$ cat src/rtl/cu_pkg.sv
// Shared encodings for the multi-cycle MIPS control unit: opcodes, funcs,
// ALU operations, FSM states and the registered control word.
package cu_pkg;

    localparam int ALU_OP_W = 5;

    localparam logic [5:0] OP_RTYPE = 6'b000000;
    localparam logic [5:0] OP_J     = 6'b000010;
    localparam logic [5:0] OP_JAL   = 6'b000011;
    localparam logic [5:0] OP_BEQ   = 6'b000100;
    localparam logic [5:0] OP_BNE   = 6'b000101;
    localparam logic [5:0] OP_BLEZ  = 6'b000110;
    localparam logic [5:0] OP_BGTZ  = 6'b000111;
    localparam logic [5:0] OP_ADDI  = 6'b001000;
    localparam logic [5:0] OP_ADDIU = 6'b001001;
    localparam logic [5:0] OP_ANDI  = 6'b001100;
    localparam logic [5:0] OP_ORI   = 6'b001101;
    localparam logic [5:0] OP_XORI  = 6'b001110;
    localparam logic [5:0] OP_LW    = 6'b100011;
    localparam logic [5:0] OP_SW    = 6'b101011;

    localparam logic [5:0] F_SLL  = 6'b000000;
    localparam logic [5:0] F_SRL  = 6'b000010;
    localparam logic [5:0] F_SRA  = 6'b000011;
    localparam logic [5:0] F_SLLV = 6'b000100;
    localparam logic [5:0] F_SRLV = 6'b000110;
    localparam logic [5:0] F_JR   = 6'b001000;
    localparam logic [5:0] F_MULT = 6'b011000;
    localparam logic [5:0] F_DIV  = 6'b011010;
    localparam logic [5:0] F_ADD  = 6'b100000;
    localparam logic [5:0] F_ADDU = 6'b100001;
    localparam logic [5:0] F_SUB  = 6'b100010;
    localparam logic [5:0] F_SUBU = 6'b100011;
    localparam logic [5:0] F_AND  = 6'b100100;
    localparam logic [5:0] F_OR   = 6'b100101;
    localparam logic [5:0] F_XOR  = 6'b100110;
    localparam logic [5:0] F_NOR  = 6'b100111;
    localparam logic [5:0] F_SLT  = 6'b101010;

    localparam logic [ALU_OP_W-1:0] ALU_ADD  = 5'd0;
    localparam logic [ALU_OP_W-1:0] ALU_ADDU = 5'd1;
    localparam logic [ALU_OP_W-1:0] ALU_SUB  = 5'd2;
    localparam logic [ALU_OP_W-1:0] ALU_SUBU = 5'd3;
    localparam logic [ALU_OP_W-1:0] ALU_AND  = 5'd4;
    localparam logic [ALU_OP_W-1:0] ALU_OR   = 5'd5;
    localparam logic [ALU_OP_W-1:0] ALU_XOR  = 5'd6;
    localparam logic [ALU_OP_W-1:0] ALU_NOR  = 5'd7;
    localparam logic [ALU_OP_W-1:0] ALU_SLT  = 5'd8;
    localparam logic [ALU_OP_W-1:0] ALU_SLL  = 5'd9;
    localparam logic [ALU_OP_W-1:0] ALU_SRL  = 5'd10;
    localparam logic [ALU_OP_W-1:0] ALU_SRA  = 5'd11;
    localparam logic [ALU_OP_W-1:0] ALU_SLLV = 5'd12;
    localparam logic [ALU_OP_W-1:0] ALU_SRLV = 5'd13;
    localparam logic [ALU_OP_W-1:0] ALU_MULT = 5'd14;
    localparam logic [ALU_OP_W-1:0] ALU_DIV  = 5'd15;
    localparam logic [ALU_OP_W-1:0] ALU_BEQ  = 5'd16;
    localparam logic [ALU_OP_W-1:0] ALU_BNE  = 5'd17;
    localparam logic [ALU_OP_W-1:0] ALU_BLEZ = 5'd18;
    localparam logic [ALU_OP_W-1:0] ALU_BGTZ = 5'd19;

    typedef enum logic [2:0] {
        ST_FETCH  = 3'd0,
        ST_DECODE = 3'd1,
        ST_EXEC   = 3'd2,
        ST_MULDIV = 3'd3,
        ST_MEM    = 3'd4,
        ST_WB     = 3'd5,
        ST_HALT   = 3'd6
    } state_t;

    typedef enum logic [3:0] {
        CLS_ALU_R  = 4'd0,
        CLS_ALU_I  = 4'd1,
        CLS_MULDIV = 4'd2,
        CLS_BRANCH = 4'd3,
        CLS_J      = 4'd4,
        CLS_JR     = 4'd5,
        CLS_JAL    = 4'd6,
        CLS_LW     = 4'd7,
        CLS_SW     = 4'd8
    } cls_t;

    typedef struct packed {
        cls_t                cls;
        logic [ALU_OP_W-1:0] alu_op;
        logic                alu_src;
        logic                reg_dest;
    } cw_t;

endpackage

$ cat src/rtl/cu_decoder.sv
// Combinational instruction decode: (opcode, func) -> control word, with an
// illegal flag for encodings the datapath does not implement.
module cu_decoder
    import cu_pkg::*;
(
    input  logic [5:0] i_opcode,
    input  logic [5:0] i_func,
    output cw_t        o_cw,
    output logic       o_illegal
);

    always_comb begin
        o_cw      = '0;
        o_illegal = 1'b0;
        case (i_opcode)
            OP_RTYPE: begin
                o_cw.cls      = CLS_ALU_R;
                o_cw.reg_dest = 1'b1;
                case (i_func)
                    F_ADD:  o_cw.alu_op = ALU_ADD;
                    F_ADDU: o_cw.alu_op = ALU_ADDU;
                    F_SUB:  o_cw.alu_op = ALU_SUB;
                    F_SUBU: o_cw.alu_op = ALU_SUBU;
                    F_AND:  o_cw.alu_op = ALU_AND;
                    F_OR:   o_cw.alu_op = ALU_OR;
                    F_XOR:  o_cw.alu_op = ALU_XOR;
                    F_NOR:  o_cw.alu_op = ALU_NOR;
                    F_SLT:  o_cw.alu_op = ALU_SLT;
                    F_SLL:  o_cw.alu_op = ALU_SLL;
                    F_SRL:  o_cw.alu_op = ALU_SRL;
                    F_SRA:  o_cw.alu_op = ALU_SRA;
                    F_SLLV: o_cw.alu_op = ALU_SLLV;
                    F_SRLV: o_cw.alu_op = ALU_SRLV;
                    F_MULT: begin
                        o_cw.cls    = CLS_MULDIV;
                        o_cw.alu_op = ALU_MULT;
                    end
                    F_DIV: begin
                        o_cw.cls    = CLS_MULDIV;
                        o_cw.alu_op = ALU_DIV;
                    end
                    F_JR: begin
                        o_cw.cls      = CLS_JR;
                        o_cw.reg_dest = 1'b0;
                    end
                    default: o_illegal = 1'b1;
                endcase
            end
            OP_ADDI:  begin o_cw.cls = CLS_ALU_I; o_cw.alu_src = 1'b1; o_cw.alu_op = ALU_ADD;  end
            OP_ADDIU: begin o_cw.cls = CLS_ALU_I; o_cw.alu_src = 1'b1; o_cw.alu_op = ALU_ADDU; end
            OP_ANDI:  begin o_cw.cls = CLS_ALU_I; o_cw.alu_src = 1'b1; o_cw.alu_op = ALU_AND;  end
            OP_ORI:   begin o_cw.cls = CLS_ALU_I; o_cw.alu_src = 1'b1; o_cw.alu_op = ALU_OR;   end
            OP_XORI:  begin o_cw.cls = CLS_ALU_I; o_cw.alu_src = 1'b1; o_cw.alu_op = ALU_XOR;  end
            OP_BEQ:   begin o_cw.cls = CLS_BRANCH; o_cw.alu_op = ALU_BEQ;  end
            OP_BNE:   begin o_cw.cls = CLS_BRANCH; o_cw.alu_op = ALU_BNE;  end
            OP_BLEZ:  begin o_cw.cls = CLS_BRANCH; o_cw.alu_op = ALU_BLEZ; end
            OP_BGTZ:  begin o_cw.cls = CLS_BRANCH; o_cw.alu_op = ALU_BGTZ; end
            OP_J:     o_cw.cls = CLS_J;
            OP_JAL:   o_cw.cls = CLS_JAL;
            OP_LW:    begin o_cw.cls = CLS_LW; o_cw.alu_src = 1'b1; o_cw.alu_op = ALU_ADD; end
            OP_SW:    begin o_cw.cls = CLS_SW; o_cw.alu_src = 1'b1; o_cw.alu_op = ALU_ADD; end
            default:  o_illegal = 1'b1;
        endcase
    end

endmodule

$ cat src/rtl/mc_control_unit.sv
// Multi-cycle MIPS control FSM: sequences each instruction through
// FETCH/DECODE/EXEC/(MULDIV|MEM)/WB with a memory ready handshake.
//   state  | meaning
//   FETCH  | read instruction at PC, load IR and bump PC on mem_ready
//   DECODE | latch control word, trap illegal encodings
//   EXEC   | ALU operation, branch/jump resolution
//   MULDIV | multi-cycle MULT/DIV, down-counter to terminal count
//   MEM    | data access at ALU address, wait for mem_ready
//   WB     | single register-file write
//   HALT   | sticky stop after an illegal encoding, reset exits
module mc_control_unit
    import cu_pkg::*;
#(
    parameter int ALUOP_W       = 5,
    parameter int MULDIV_CYCLES = 4
) (
    input  logic               clk,
    input  logic               rst_b,
    input  logic [5:0]         opcode,
    input  logic [5:0]         func,
    input  logic               mem_ready,
    output logic               RegDest,
    output logic               Jump,
    output logic               JumpReg,
    output logic               Branch,
    output logic               MemToReg,
    output logic               Link,
    output logic               MemWrite,
    output logic               ALUsrc,
    output logic               MemRead,
    output logic               RegWrite,
    output logic [ALUOP_W-1:0] ALUOp,
    output logic               IorD,
    output logic               IRWrite,
    output logic               PCWrite,
    output logic [2:0]         state,
    output logic               Halted
);

    localparam int CNT_W = $clog2(MULDIV_CYCLES + 1);
    localparam logic [CNT_W-1:0] CNT_LOAD = CNT_W'(MULDIV_CYCLES - 1);

    state_t              r_state;
    state_t              w_next;
    cw_t                 r_cw;
    logic [CNT_W-1:0]    r_cnt;
    cw_t                 w_cw;
    logic                w_illegal;
    logic [ALU_OP_W-1:0] w_alu_op;

    cu_decoder u_dec (
        .i_opcode  (opcode),
        .i_func    (func),
        .o_cw      (w_cw),
        .o_illegal (w_illegal)
    );

    always_ff @(posedge clk) begin
        if (!rst_b) begin
            r_state <= ST_FETCH;
            r_cw    <= '0;
            r_cnt   <= '0;
        end else begin
            r_state <= w_next;
            if (r_state == ST_DECODE)
                r_cw <= w_cw;
            if (r_state == ST_EXEC && r_cw.cls == CLS_MULDIV)
                r_cnt <= CNT_LOAD;
            else if (r_state == ST_MULDIV && r_cnt != '0)
                r_cnt <= r_cnt - 1'b1;
        end
    end

    always_comb begin
        w_next = r_state;
        case (r_state)
            ST_FETCH:  if (mem_ready) w_next = ST_DECODE;
            ST_DECODE: w_next = w_illegal ? ST_HALT : ST_EXEC;
            ST_EXEC: begin
                case (r_cw.cls)
                    CLS_ALU_R, CLS_ALU_I, CLS_JAL: w_next = ST_WB;
                    CLS_MULDIV: w_next = (MULDIV_CYCLES == 1) ? ST_WB : ST_MULDIV;
                    CLS_LW, CLS_SW:                w_next = ST_MEM;
                    default:                       w_next = ST_FETCH;
                endcase
            end
            // Leaving when the count is about to reach zero gives exactly
            // MULDIV_CYCLES-1 cycles here.
            ST_MULDIV: if (r_cnt <= CNT_W'(1)) w_next = ST_WB;
            ST_MEM: begin
                if (mem_ready)
                    w_next = (r_cw.cls == CLS_LW) ? ST_WB : ST_FETCH;
            end
            ST_WB:     w_next = ST_FETCH;
            ST_HALT:   w_next = ST_HALT;
            default:   w_next = ST_FETCH;
        endcase
    end

    always_comb begin
        RegDest  = 1'b0;
        Jump     = 1'b0;
        JumpReg  = 1'b0;
        Branch   = 1'b0;
        MemToReg = 1'b0;
        Link     = 1'b0;
        MemWrite = 1'b0;
        ALUsrc   = 1'b0;
        MemRead  = 1'b0;
        RegWrite = 1'b0;
        IorD     = 1'b0;
        IRWrite  = 1'b0;
        PCWrite  = 1'b0;
        Halted   = 1'b0;
        w_alu_op = '0;
        case (r_state)
            ST_FETCH: begin
                MemRead = 1'b1;
                IRWrite = mem_ready;
                PCWrite = mem_ready;
            end
            ST_EXEC: begin
                w_alu_op = r_cw.alu_op;
                ALUsrc   = r_cw.alu_src;
                RegDest  = r_cw.reg_dest;
                Branch   = (r_cw.cls == CLS_BRANCH);
                Jump     = (r_cw.cls == CLS_J) || (r_cw.cls == CLS_JR) || (r_cw.cls == CLS_JAL);
                JumpReg  = (r_cw.cls == CLS_JR);
            end
            ST_MULDIV: w_alu_op = r_cw.alu_op;
            ST_MEM: begin
                IorD     = 1'b1;
                MemRead  = (r_cw.cls == CLS_LW);
                MemWrite = (r_cw.cls == CLS_SW);
            end
            ST_WB: begin
                RegWrite = 1'b1;
                RegDest  = r_cw.reg_dest;
                MemToReg = (r_cw.cls == CLS_LW);
                Link     = (r_cw.cls == CLS_JAL);
            end
            ST_HALT: Halted = 1'b1;
            default: ;
        endcase
        // Reset masks everything immediately so an aborted MEM/MULDIV
        // cannot leak a strobe while rst_b is low.
        if (!rst_b) begin
            RegDest  = 1'b0;
            Jump     = 1'b0;
            JumpReg  = 1'b0;
            Branch   = 1'b0;
            MemToReg = 1'b0;
            Link     = 1'b0;
            MemWrite = 1'b0;
            ALUsrc   = 1'b0;
            MemRead  = 1'b0;
            RegWrite = 1'b0;
            IorD     = 1'b0;
            IRWrite  = 1'b0;
            PCWrite  = 1'b0;
            Halted   = 1'b0;
            w_alu_op = '0;
        end
    end

    assign ALUOp = ALUOP_W'(w_alu_op);
    assign state = rst_b ? r_state : 3'b000;

endmodule

$ cat config.mk
export PLATFORM = sky130hd
export DESIGN_NAME = mc_control_unit
export DESIGN_NICKNAME = d
export VERILOG_FILES = /design/src/rtl/cu_pkg.sv /design/src/rtl/cu_decoder.sv /design/src/rtl/mc_control_unit.sv
export SDC_FILE = /design/constraint.sdc
export NUM_CORES = 1
export LEC_CHECK = 0
export ABC_AREA = 0
export BUFFER_PORTS_ARGS = -buffer_cell sky130_fd_sc_hd__buf_2
export CAP_MARGIN = 10
export CORE_UTILIZATION = 49
export CTS_CLUSTER_SIZE = 20
export DETAILED_ROUTE_END_ITERATION = 10
export PLACE_DENSITY = 0.81
export SYNTH_ARGS = -nofsm -noshare
export SYNTH_HDL_FRONTEND = slang
export SYNTH_SLANG_ARGS = --single-unit
$ cat constraint.sdc
create_clock -name clk -period 3.9 [get_ports clk]
set_input_delay 0.195 -clock clk [delete_from_list [all_inputs] [get_ports clk]]
set_output_delay 0.195 -clock clk [all_outputs]
set_load 0.02 [all_outputs]
## After elaboration in Yosys (flattened, before gate mapping)

Cells that the tools add are included.

| operators by class | value |
|---|---|
| add/subtract/negate cells | 1 |
| order comparisons | 1 |
| equality and inequality tests | 46 |
| muxes and demuxes | 47 |
| bitwise operators | 1 |
| reductions and logical operators | 22 |

Operator list:

| operator | count |
|---|---|
| $eq A6 B6 Y1 const B | 11 |
| $pmux W4 S15 | 1 |
| $pmux W5 S9 | 1 |
| $eq A6 B3 Y1 const B | 6 |
| $eq A6 B4 Y1 const B | 6 |
| $mux W1 | 29 |
| $pmux W4 S7 | 1 |
| $eq A6 B2 Y1 const B | 4 |
| $mux W3 | 6 |
| $pmux W3 S6 | 1 |
| $reduce_or A17 Y1 | 1 |
| $eq A4 B3 Y1 const B | 4 |
| $reduce_or A13 Y1 | 1 |
| $eq A6 B5 Y1 const B | 2 |
| $logic_not A6 Y1 | 2 |
| $mux W5 | 2 |
| $reduce_or A2 Y1 | 5 |
| $eq A3 B3 Y1 const B | 3 |
| $pmux W3 S3 | 1 |
| $eq A4 B2 Y1 const B | 2 |
| $reduce_or A7 Y1 | 1 |
| $eq A3 B2 Y1 const B | 2 |
| $pmux W3 S2 | 1 |
| $reduce_or A5 Y1 | 1 |
| 19 further kinds | 24 |

| storage, ports and cells | value |
|---|---|
| flip-flop bits (word level) | 17 |
| bits of input ports | 15 |
| output and inout bits | 22 |
| word-level logic and storage cells | 125 |

## Logic depth before layout (Yosys ltp)

Gate-level depths: netlist of run 1.

| logic depth | value |
|---|---|
| word-level depth | 6 |
| mapped depth | 7 |
| gate-level depth less buffers | 7 |

## Hierarchy

A second synthesis of run 1 with hierarchy kept.

| unflattened totals | value |
|---|---|
| cells, all modules | 197 |
| area, all modules | 1531.5 um^2 |

By module, submodules not included:

| module | times used | cells an instance | area an instance (um^2) | seq. area each (um^2) |
|---|---|---|---|---|
| mc_control_unit | 1 | 122 | 1079.8 | 340.3 |
| cu_decoder | 1 | 75 | 451.7 | 0.0 |

## Worst setup path before layout of run 1

OpenSTA, ideal clock, no wires.

| timing | value |
|---|---|
| kind | reg2out |
| start | register r_state[1] |
| end | output Jump |
| arrival time | 1711 ps |
| required time | 3705 ps |
| slack | 1994 ps |
| cell stages (with the launch flop) | 6 |
| path buffers | 2 |
| path through | dfxtp_1 > buf_2 > nor2b_1 > clkbuf_1 > nand2_1 > nor4b_1 |

| between the ends | value |
|---|---|
| longest elaborated chain between the ends | 3 |

Ends and longest elaborated chain:

| element | line | RTL |
|---|---|---|
| start: declaration | mc_control_unit.sv:43 | `state_t r_state;` |
| start signal: assignment | mc_control_unit.sv:64 | `r_state <= w_next;` |
| $eq A3 B2 Y1 | mc_control_unit.sv:116 | `case (r_state)` |
| $mux W1 | mc_control_unit.sv:116 |  |
| $mux W1 | mc_control_unit.sv:147 | `if (!rst_b) begin` |
| end: declaration | mc_control_unit.sv:23 | `output logic Jump,` |

Every way passes these cells.

## Worst setup path after layout of run 1

Ends and elaborated chain as after synthesis.

==> results.py, run 1 <==
metrics = {
    "detailed_routing": {
        "routed_wl_um": 3710,
        "post_drt_wl_per_cell_um": 12.7,
        "viasPerCell": 5.61,
        "first_pass_iters": 5,
        "drc": 0,
        "vias": 1645,
        "drtAntennaViolNets": 0,
        "drt_iter0_drc": 112,
    },
    "finish": {
        "insertedDiodeCount": 0,
        "fillCellCount": 324,
        "drive_gt1_frac": 0.201,
        "nets": 268,
        "areaGrowthSynthToFinish_pct": 12.3,
        "instances_no_fill": 293,
    },
    "worst_setup_path": {
        "crit_required_ns": 3.70,
        "worstPathMaxFanout": 11,
        "ff2ff_setup_slack_ns": 2.13,
        "crit_path_end_kind": "output port",
        "r2r_cells": 6,
        "critPathKind": "flop to output port",
        "start_kind": "flop",
        "crit_arrival_ns": 2.06,
    },
    "die": {
        "die_x_um": 58.5,
        "start_util": 0.513,
        "num_rows": 20,
        "die_y_um": 58.5,
        "ioPinCount": 37,
        "coreArea_um2": 3050,
        "die_area_um2": 3420,
    },
    "logic_synthesis": {
        "synthMuxAreaShare": 0,
        "synth_simple_gate_area_frac": 0.388,
        "synth_area_leaders": "dfxtp_1 (22%), nand2_1 (6.0%), a21oi_1 (5.1%)",
        "yosys_warnings": 0,
        "synth_top_cell_area_share": 0.217,
        "synthFlopType": "dfxtp_1",
        "synth_common_cells": "nand2_1 (25), dfxtp_1 (17), a21oi_1 (16), o21ai_0 (15), nor2_1 (14)",
        "synth.most_common_cell": "nand2_1",
        "yosys.area_share.adder": 0.0240,
        "ys_seq_area_frac": 0.217,
        "ys_ff_latch": 17,
        "syn_inst": 225,
        "synth_enable_flop_cells": 0,
        "yosysUniqueCellTypes": 52,
        "synth_compound_area_frac": 0.273,
        "netlist_area_um2": 1570,
        "synth_top_family_by_area": "simple AND/OR/NAND/NOR gates",
        "synth_area_leader_cell": "dfxtp_1",
        "synth_nets": 243,
        "syn_area_per_cell_um2": 6.96,
        "async_flop_share": 0,
        "synth_xor_area_frac": 0.0168,
    },
    "timing": {
        "finalCriticalPeriod_ns": 2.25,
        "rsz0062_at_grt": "false",
        "tightest_slew_ns": 0.549,
        "relSlewSlack": 0.633,
        "slew_viol_final": 0,
        "max_freq_mhz": 444,
        "setup_violations": 0,
        "finClkSkew_ns": 0.00594,
        "holdWs_ns": 0.248,
        "fin_tns_setup_ns": 0,
        "hold_violations": 0,
        "min_period_over_period": 0.577,
    },
    "placement": {
        "dpl.cell_count": 289,
        "place_hpwl_um": 2730,
        "place.gp.congestion": 0.873,
        "portBuffers": 36,
    },
    "cts": {
        "post_cts_buffers": 0,
        "numCtsBuffers": 3,
        "cts_tree": "built",
        "clock-sinks": 17,
        "cts-resized-gates": 0,
        "clockBufferDepth": 2,
        "clockRootBuffer": "clkbuf_4",
        "clock_latency_ns": 0.30,
        "cts_hold_buf": 0,
        "clkTransAtPathRegs_ns": 0.09,
        "ctsHtreeMaxLevel": 1,
    },
    "min_path": {
        "min_path_cells": 3,
        "min_path_type": "input port to flop",
    },
    "outcome": {
        "status": "finished, final reports clean",
    },
    "grt": {
        "grt_pass1_wl_um": 6180,
        "grt_max_degree": 26,
        "antenna_found_initial": 0,
        "gr-total-overflow": 0,
        "track_usage": 0.231,
        "grt_pass1_vias": 1414,
    },
    "power_and_ir_drop": {
        "irDropWorstVdd_mv": 0.102,
        "pwr_density_cell_nw_per_um2": 240,
        "leakage_nw": 0.736,
    },
    "job": {
        "cap_violations": 0,
    },
}
## layer usage
layer  GRT usage  share of wire
met5           0              0
met4       0.109          0.021
met3     0.00879          0.036
met2       0.392           0.46
met1       0.304           0.48
## worst paths after layout
path / to / startpoint
setup / recovery: Jump / r_state[1]
hold / removal: r_state[2] / mem_ready
setup reg to reg: r_cw[2] / r_state[0]
hold reg to reg: r_cw[5] / r_cw[5]
## where the power goes
part | switching, mW | internal (mW)
clock | 0.0550 | 0.0383
sequential | 0.0176 | 0.181
combinational | 0.0809 | 0.0484
## cells in the final DEF, fill, tap and decap left out, drive strengths merged, types with 2 or more instances in the layout
cell	count
a21boi	4
a21o	4
a21oi	16
a22oi	2
a31oi	3
and2	4
and3	7
buf	37
clkbuf	3
dfxtp	17
ha	3
inv	13
nand2	25
nand2b	9
nand3	12
nor2	15
nor2b	10
nor3	6
nor3b	5
nor4	4
nor4b	2
o21a	2
o21ai	15
o21bai	2
o311a	2
o31ai	4
or2	2
xor2	2
## worst max-delay path, cell delays in order (launching register included)
cell and delay [ns]:
dfxtp_1 0.51, nor2b_1 0.52, nand2_1 0.20, nor4b_1 0.32, buf_2 0.22
## through the flow
stage	utilization	instance area [um2]	power [mW]	setup WS [ns]
final	0.576	1760	0.421	1.65
after detailed placement	0.567	1730	0.330	2.03
after floorplan	-	1570	0.296	1.99
after global routing	0.576	1760	0.448	1.51
after CTS	0.576	1760	0.423	1.70
after global placement	0.567	1730	0.328	2.08
## flip-flops by register name, summed over array words and instances, names as in the netlist
| signal | count |
|---|---|
| r_cnt | 3 |
| r_state | 3 |
| r_cw | 11 |
## layout make-up
cell class / count / area [um2] / area share
clock buffers: 3 / 22.5 / 0.0128
clock inverters: 1 / 5.00 / 0.00285
inverters: 13 / 48.8 / 0.0278
multi-input cells: 178 / 1100 / 0.625
flip-flops and latches: 17 / 340 / 0.194
well taps: 44 / 55.1 / 0.0313
repair buffers: 37 / 188 / 0.107
## logic make-up after synthesis
group	count (synthesis)
xor gates and xnor gates	3
AOI/OAI and AO/OA	65
DFF	17
and+or+nand+nor	107
adders and majority gates	3
buffers and inverters	30
Power figures use the tool's default switching activity.
==> run 2, diff against run 1 <==
- ABC_AREA: 0 -> 1
- clock period: 3.9 -> 2.2 ns (I/O delays scaled with it)
==> results.py, run 2 <==
metrics = {
    "worst_setup_path": {
        "crit_arrival_ns": 1.56,
        "crit_required_ns": 2.09,
        "cp_slowest_cell": "dfxtp_1",
        "r2r_cells": 10,
        "critPathKind": "flop to output port",
        "crit_path_end_kind": "output port",
        "ff2ff_setup_slack_ns": 0.74,
        "crit_chain": "nand2_1 > nor2_1 > inv_1 > nor3_1 > buf_2",
        "start_kind": "flop",
        "worst_path_largest_cell_delay_ns": 0.52,
        "worstPathMaxFanout": 7,
        "reg2reg_to": "r_cw[2]",
        "rr_startpoint": "r_state[0]",
    },
    "grt": {
        "grt_pass1_vias": 1516,
        "grt_pass1_wl_um": 6010,
        "grt_max_degree": 19,
        "gr-total-overflow": 0,
        "track_usage": 0.227,
        "antenna_found_initial": 0,
    },
    "power_and_ir_drop": {
        "pwr_density_cell_nw_per_um2": 556,
        "irDropWorstVdd_mv": 0.400,
        "leakage_nw": 0.906,
        "p_total_uw": 953,
    },
    "logic_synthesis": {
        "ys_seq_area_frac": 0.228,
        "synth_nets": 280,
        "synth_enable_flop_cells": 0,
        "synth_top_cell_area_share": 0.228,
        "synth.most_common_cell": "nand2_1",
        "yosys.area_share.adder": 0.0252,
        "synth_simple_gate_area_frac": 0.489,
        "synth_compound_area_frac": 0.125,
        "synth_common_cells": "nand2_1 (65), nor2_1 (39), inv_1 (33), nand3_1 (27), dfxtp_1 (17)",
        "synthFlopType": "dfxtp_1",
        "synthMuxAreaShare": 0,
        "ys_ff_latch": 17,
        "synth_area_leaders": "dfxtp_1 (23%), nand2_1 (16%), nor2_1 (9.8%)",
        "synth_area_leader_cell": "dfxtp_1",
        "yosysUniqueCellTypes": 30,
        "syn_area_per_cell_um2": 5.69,
        "synth_xor_area_frac": 0,
        "async_flop_share": 0,
        "yosys_warnings": 0,
        "netlist_area_um2": 1490,
        "syn_inst": 262,
        "synth_top_family_by_area": "simple AND/OR/NAND/NOR gates",
    },
    "cts": {
        "clockBufferDepth": 2,
        "clkTransAtPathRegs_ns": 0.09,
        "cts_tree": "built",
        "cts-resized-gates": 0,
        "post_cts_buffers": 0,
        "numCtsBuffers": 3,
        "cts_hold_buf": 0,
        "clock_latency_ns": 0.29,
        "clockRootBuffer": "clkbuf_4",
        "clock-sinks": 17,
        "ctsHtreeMaxLevel": 1,
    },
    "placement": {
        "portBuffers": 36,
        "place_hpwl_um": 2840,
        "place.gp.congestion": 0.915,
    },
    "timing": {
        "slew_viol_final": 0,
        "setup_violations": 0,
        "relSlewSlack": 0.781,
        "min_period_over_period": 0.760,
        "fin_tns_setup_ns": 0,
        "finalCriticalPeriod_ns": 1.67,
        "rsz0062_at_grt": "false",
        "finClkSkew_ns": 0.00760,
        "tightest_slew_ns": 0.329,
        "max_freq_mhz": 598,
        "holdWs_ns": 0.140,
        "hold_violations": 0,
    },
    "detailed_routing": {
        "drt_iter0_drc": 76,
        "vias": 1733,
        "drtAntennaViolNets": 0,
        "drc": 9,
        "viasPerCell": 5.27,
        "first_pass_iters": 8,
        "post_drt_wl_per_cell_um": 10.7,
        "routed_wl_um": 3500,
    },
    "die": {
        "ioPinCount": 37,
        "die_x_um": 57.1,
        "coreArea_um2": 2830,
        "die_y_um": 57.1,
        "die_area_um2": 3270,
        "start_util": 0.527,
        "num_rows": 19,
    },
    "min_path": {
        "min_path_type": "input port to flop",
        "min_from": "mem_ready",
        "whs_endpoint": "r_state[2]",
        "min_path_cells": 4,
    },
    "finish": {
        "insertedDiodeCount": 0,
        "regMostFlops": "r_cw",
        "fillCellCount": 287,
        "drive_gt1_frac": 0.228,
        "nets": 317,
        "areaGrowthSynthToFinish_pct": 15.0,
        "layout_common_cells": "nand2_1 (65), nor2_1 (39), buf_2 (36)",
        "layout_commonest_cell": "nand2_1",
        "largest_register_ffs": 11,
        "top_regs": "r_cw (11), r_cnt (3), r_state (3)",
    },
    "outcome": {
        "status": "finished, violations left",
        "violations": "design-rule violations",
    },
    "job": {
        "cap_violations": 0,
    },
}
run 2: cell count changes after synthesis, sizes merged, moves of 6 or more:
| cell | delta |
|---|---|
| a21oi | -6 |
| and3 | -7 |
| clkbuf | -8 |
| inv | +34 |
| nand2 | +40 |
| nand2b | -9 |
| nand3 | +16 |
| nor2 | +34 |
| nor2b | -10 |
run 2: logic make-up (layout without fill, tap and decap cells):
family | count (synthesis) | in the layout
buf+inv | 51 | 87
simple gates | 159 | 159
compound gates | 32 | 32
fa+ha+maj | 3 | 3
flops | 17 | 17
run 2: how the worst max path moves through the flow:
stage	start	to	slack, ns	depth (start not counted)
2_1_floorplan	r_state[2]	Link	0.56	4
3_3_place_gp	r_state[0]	r_cw[5]	0.81	10
3_5_place_dp	r_state[0]	r_cw[2]	0.75	10
4_1_cts	r_state[2]	Link	0.53	5
5_1_grt	r_state[2]	Link	0.37	5
6_report	r_state[2]	Link	0.53	5
run 2: power by group:
| part | internal [mW] | total, mW | switching (mW) |
|---|---|---|---|
| Clock | 0.0706 | 0.163 | 0.0921 |
| Sequential | 0.344 | 0.382 | 0.0385 |
| Combinational | 0.123 | 0.408 | 0.285 |
| Total | 0.537 | 0.953 | 0.416 |
run 2: critical path: cells and delay by family (launching register included):
family / cells / cell delay (ns)
buffers and inverters: 2 / 0.27
AND/OR/NAND/NOR: 3 / 0.47
flip-flops: 1 / 0.52
run 2: layer usage:
layer,global-route usage,routed length [um]
met1,0.306,1680
met2,0.366,1570
met3,0.0522,210
met4,0.0627,48
met5,0,0
run 2: cell type report:
cell class              count  area, um2  area share
clock buffers               4       26.3      0.0153
inverters                  47        176       0.103
multi-input cells         194        952       0.555
flip-flops and latches     17        340       0.199
well taps                  31       38.8      0.0226
repair buffers             36        180       0.105
run 2: through the flow:
step	instance area [um2]	setup slack [ns]	util	cells
after floorplan	1490	0.564	-	262
after global placement	1690	0.810	0.597	325
after detailed placement	1690	0.747	0.597	325
after CTS	1710	0.529	0.606	329
after global routing	1710	0.368	0.606	329
final	1710	0.527	0.606	329
==> run 3, diff against run 2 <==
- CORE_UTILIZATION: 49 -> 48
- PLACE_DENSITY: 0.81 -> 0.83
- clock period: 2.2 -> 1.35 ns (I/O delays scaled with it)
==> results.py, run 3 (synthesized netlist as in run 2, its figures left out) <==
metrics = {
    "outcome": {
        "status": "finished, violations left",
        "violations": "design-rule violations, negative setup slack",
    },
    "timing": {
        "relSlewSlack": 0.785,
        "max_freq_mhz": 652,
        "finClkSkew_ns": 0.00248,
        "tightest_slew_ns": 0.320,
        "setup_slack_ns": -0.183,
        "hold_violations": 0,
        "setup_violations": 21,
        "min_period_over_period": 1.14,
        "fin_tns_setup_ns": -1.27,
        "slew_viol_final": 0,
        "finalCriticalPeriod_ns": 1.53,
        "rsz0062_at_grt": "true",
    },
    "power_and_ir_drop": {
        "clockPowerShare": 0.133,
        "switching_share": 0.453,
        "pwr_density_cell_nw_per_um2": 1020,
        "pwr-share-comb": 0.577,
        "irDropWorstVdd_mv": 0.756,
        "pwr-share-seq": 0.291,
        "leakage_nw": 1.05,
        "p_switching_uw": 993,
        "internal-power_mw": 1.20,
    },
    "finish": {
        "layout_common_cells": "nand2_1 (59), nor2_1 (29), inv_1 (27)",
        "insertedDiodeCount": 0,
        "final_core_util": 0.755,
        "largest_register_ffs": 11,
        "areaGrowthSynthToFinish_pct": 44.6,
        "top_regs": "r_cw (11), r_cnt (3), r_state (3)",
        "nets": 339,
        "layout_commonest_cell": "nand2_1",
        "regMostFlops": "r_cw",
        "drive_gt1_frac": 0.416,
    },
    "grt": {
        "antenna_found_initial": 0,
        "use_met3": 0.0469,
        "grt_pass1_wl_um": 6520,
        "track_usage": 0.246,
        "gr-total-overflow": 0,
        "met2_usage": 0.397,
        "use_met1": 0.340,
        "busiest_layer": "met2",
        "grt_max_degree": 13,
        "grt_pass1_vias": 1570,
    },
    "detailed_routing": {
        "routed_wl_um": 5070,
        "drc": 2,
        "viasPerCell": 5.69,
        "post_drt_wl_per_cell_um": 14.4,
        "drtAntennaViolNets": 0,
        "drt_iter0_drc": 183,
        "first_pass_iters": 8,
        "vias": 1997,
    },
    "die": {
        "ioPinCount": 37,
        "coreArea_um2": 2850,
        "die_x_um": 57.7,
        "start_util": 0.522,
        "die_area_um2": 3330,
        "die_y_um": 57.7,
        "num_rows": 19,
    },
    "worst_setup_path": {
        "worstPathMaxFanout": 5,
        "r2r_cells": 11,
        "crit_required_ns": 1.28,
        "crit_arrival_ns": 1.47,
        "start_kind": "flop",
        "crit_path_end_kind": "output port",
        "critPathKind": "flop to output port",
    },
    "job": {
        "cap_violations": 0,
    },
    "cts": {
        "clockRootBuffer": "clkbuf_4",
        "cts_tree": "built",
        "clock-sinks": 17,
        "clkTransAtPathRegs_ns": 0.10,
        "clock_latency_ns": 0.30,
        "numCtsBuffers": 3,
        "clockBufferDepth": 2,
        "cts_hold_buf": 0,
        "ctsHtreeMaxLevel": 1,
    },
    "placement": {
        "portBuffers": 36,
        "place.gp.congestion": 0.945,
        "place_hpwl_um": 2870,
        "pre_cts_ws_ns": -0.0177,
    },
    "min_path": {
        "min_path_type": "input port to flop",
        "min_path_cells": 4,
    },
}
-- run 3: changes by cell type in the layout (fill, tap and decap cells not counted), sizes merged --
cell | previous run | this run
buf | 36 | 58
-- run 3: cell type report --
type                            instances  area, um2
Timing Repair Buffer                   58        419
Multi-Input combinational cell        194       1120
Clock buffer                            4       26.3
Sequential cell                        17        359
Tap cell                               31       38.8
Fill cell                             190        698
Inverter                               47        194
-- run 3: repair_timing --
item                       in CTS  in global routing
buffers inserted                7                  9
resized for setup              26                 57
setup endpoints to repair      17                 22
pin swaps                       2                 16
-- run 3: worst max-delay path, cell delays in order, from the launching register on --
cell	delay, ns
dfxtp_2	0.37
inv_4	0.06
nor2_4	0.12
inv_4	0.06
nor2_4	0.11
inv_2	0.07
nor3_2	0.18
buf_4	0.18
-- run 3: power by group through the flow --
stage,sequential (mW),clock [mW],combinational (mW)
floorplan,0.621,0,0.511
global placement,0.622,0,0.741
detailed placement,0.623,0,0.751
CTS,0.622,0.278,0.870
global route,0.641,0.314,1.33
finish,0.636,0.291,1.26
-- run 3: path summary, 6_finish.rpt --
kind	from	to	slack, ns
setup / recovery	r_state[0]	Link	-0.18
hold / removal	mem_ready	r_state[2]	0.08
setup reg to reg	r_state[0]	r_cw[6]	-0.07
hold reg to reg	r_cw[0]	r_cw[0]	0.48
-- run 3: per-layer routing --
metal	up-vias	routed length (um)
li1	955	-
met1	902	2070
met2	124	2430
met3	16	419
met4	0	149
met5	-	0
-- run 3: per-stage QoR --
step                hold slack (ns)  total power [mW]  cells  instance area (um2)
finish                       0.0820              2.19    351                 2150
global route                 0.0870              2.29    351                 2150
global placement              0.380              1.36    331                 1740
CTS                          0.0654              1.77    342                 1890
detailed placement            0.388              1.37    331                 1740
floorplan                     0.241              1.13    262                 1500
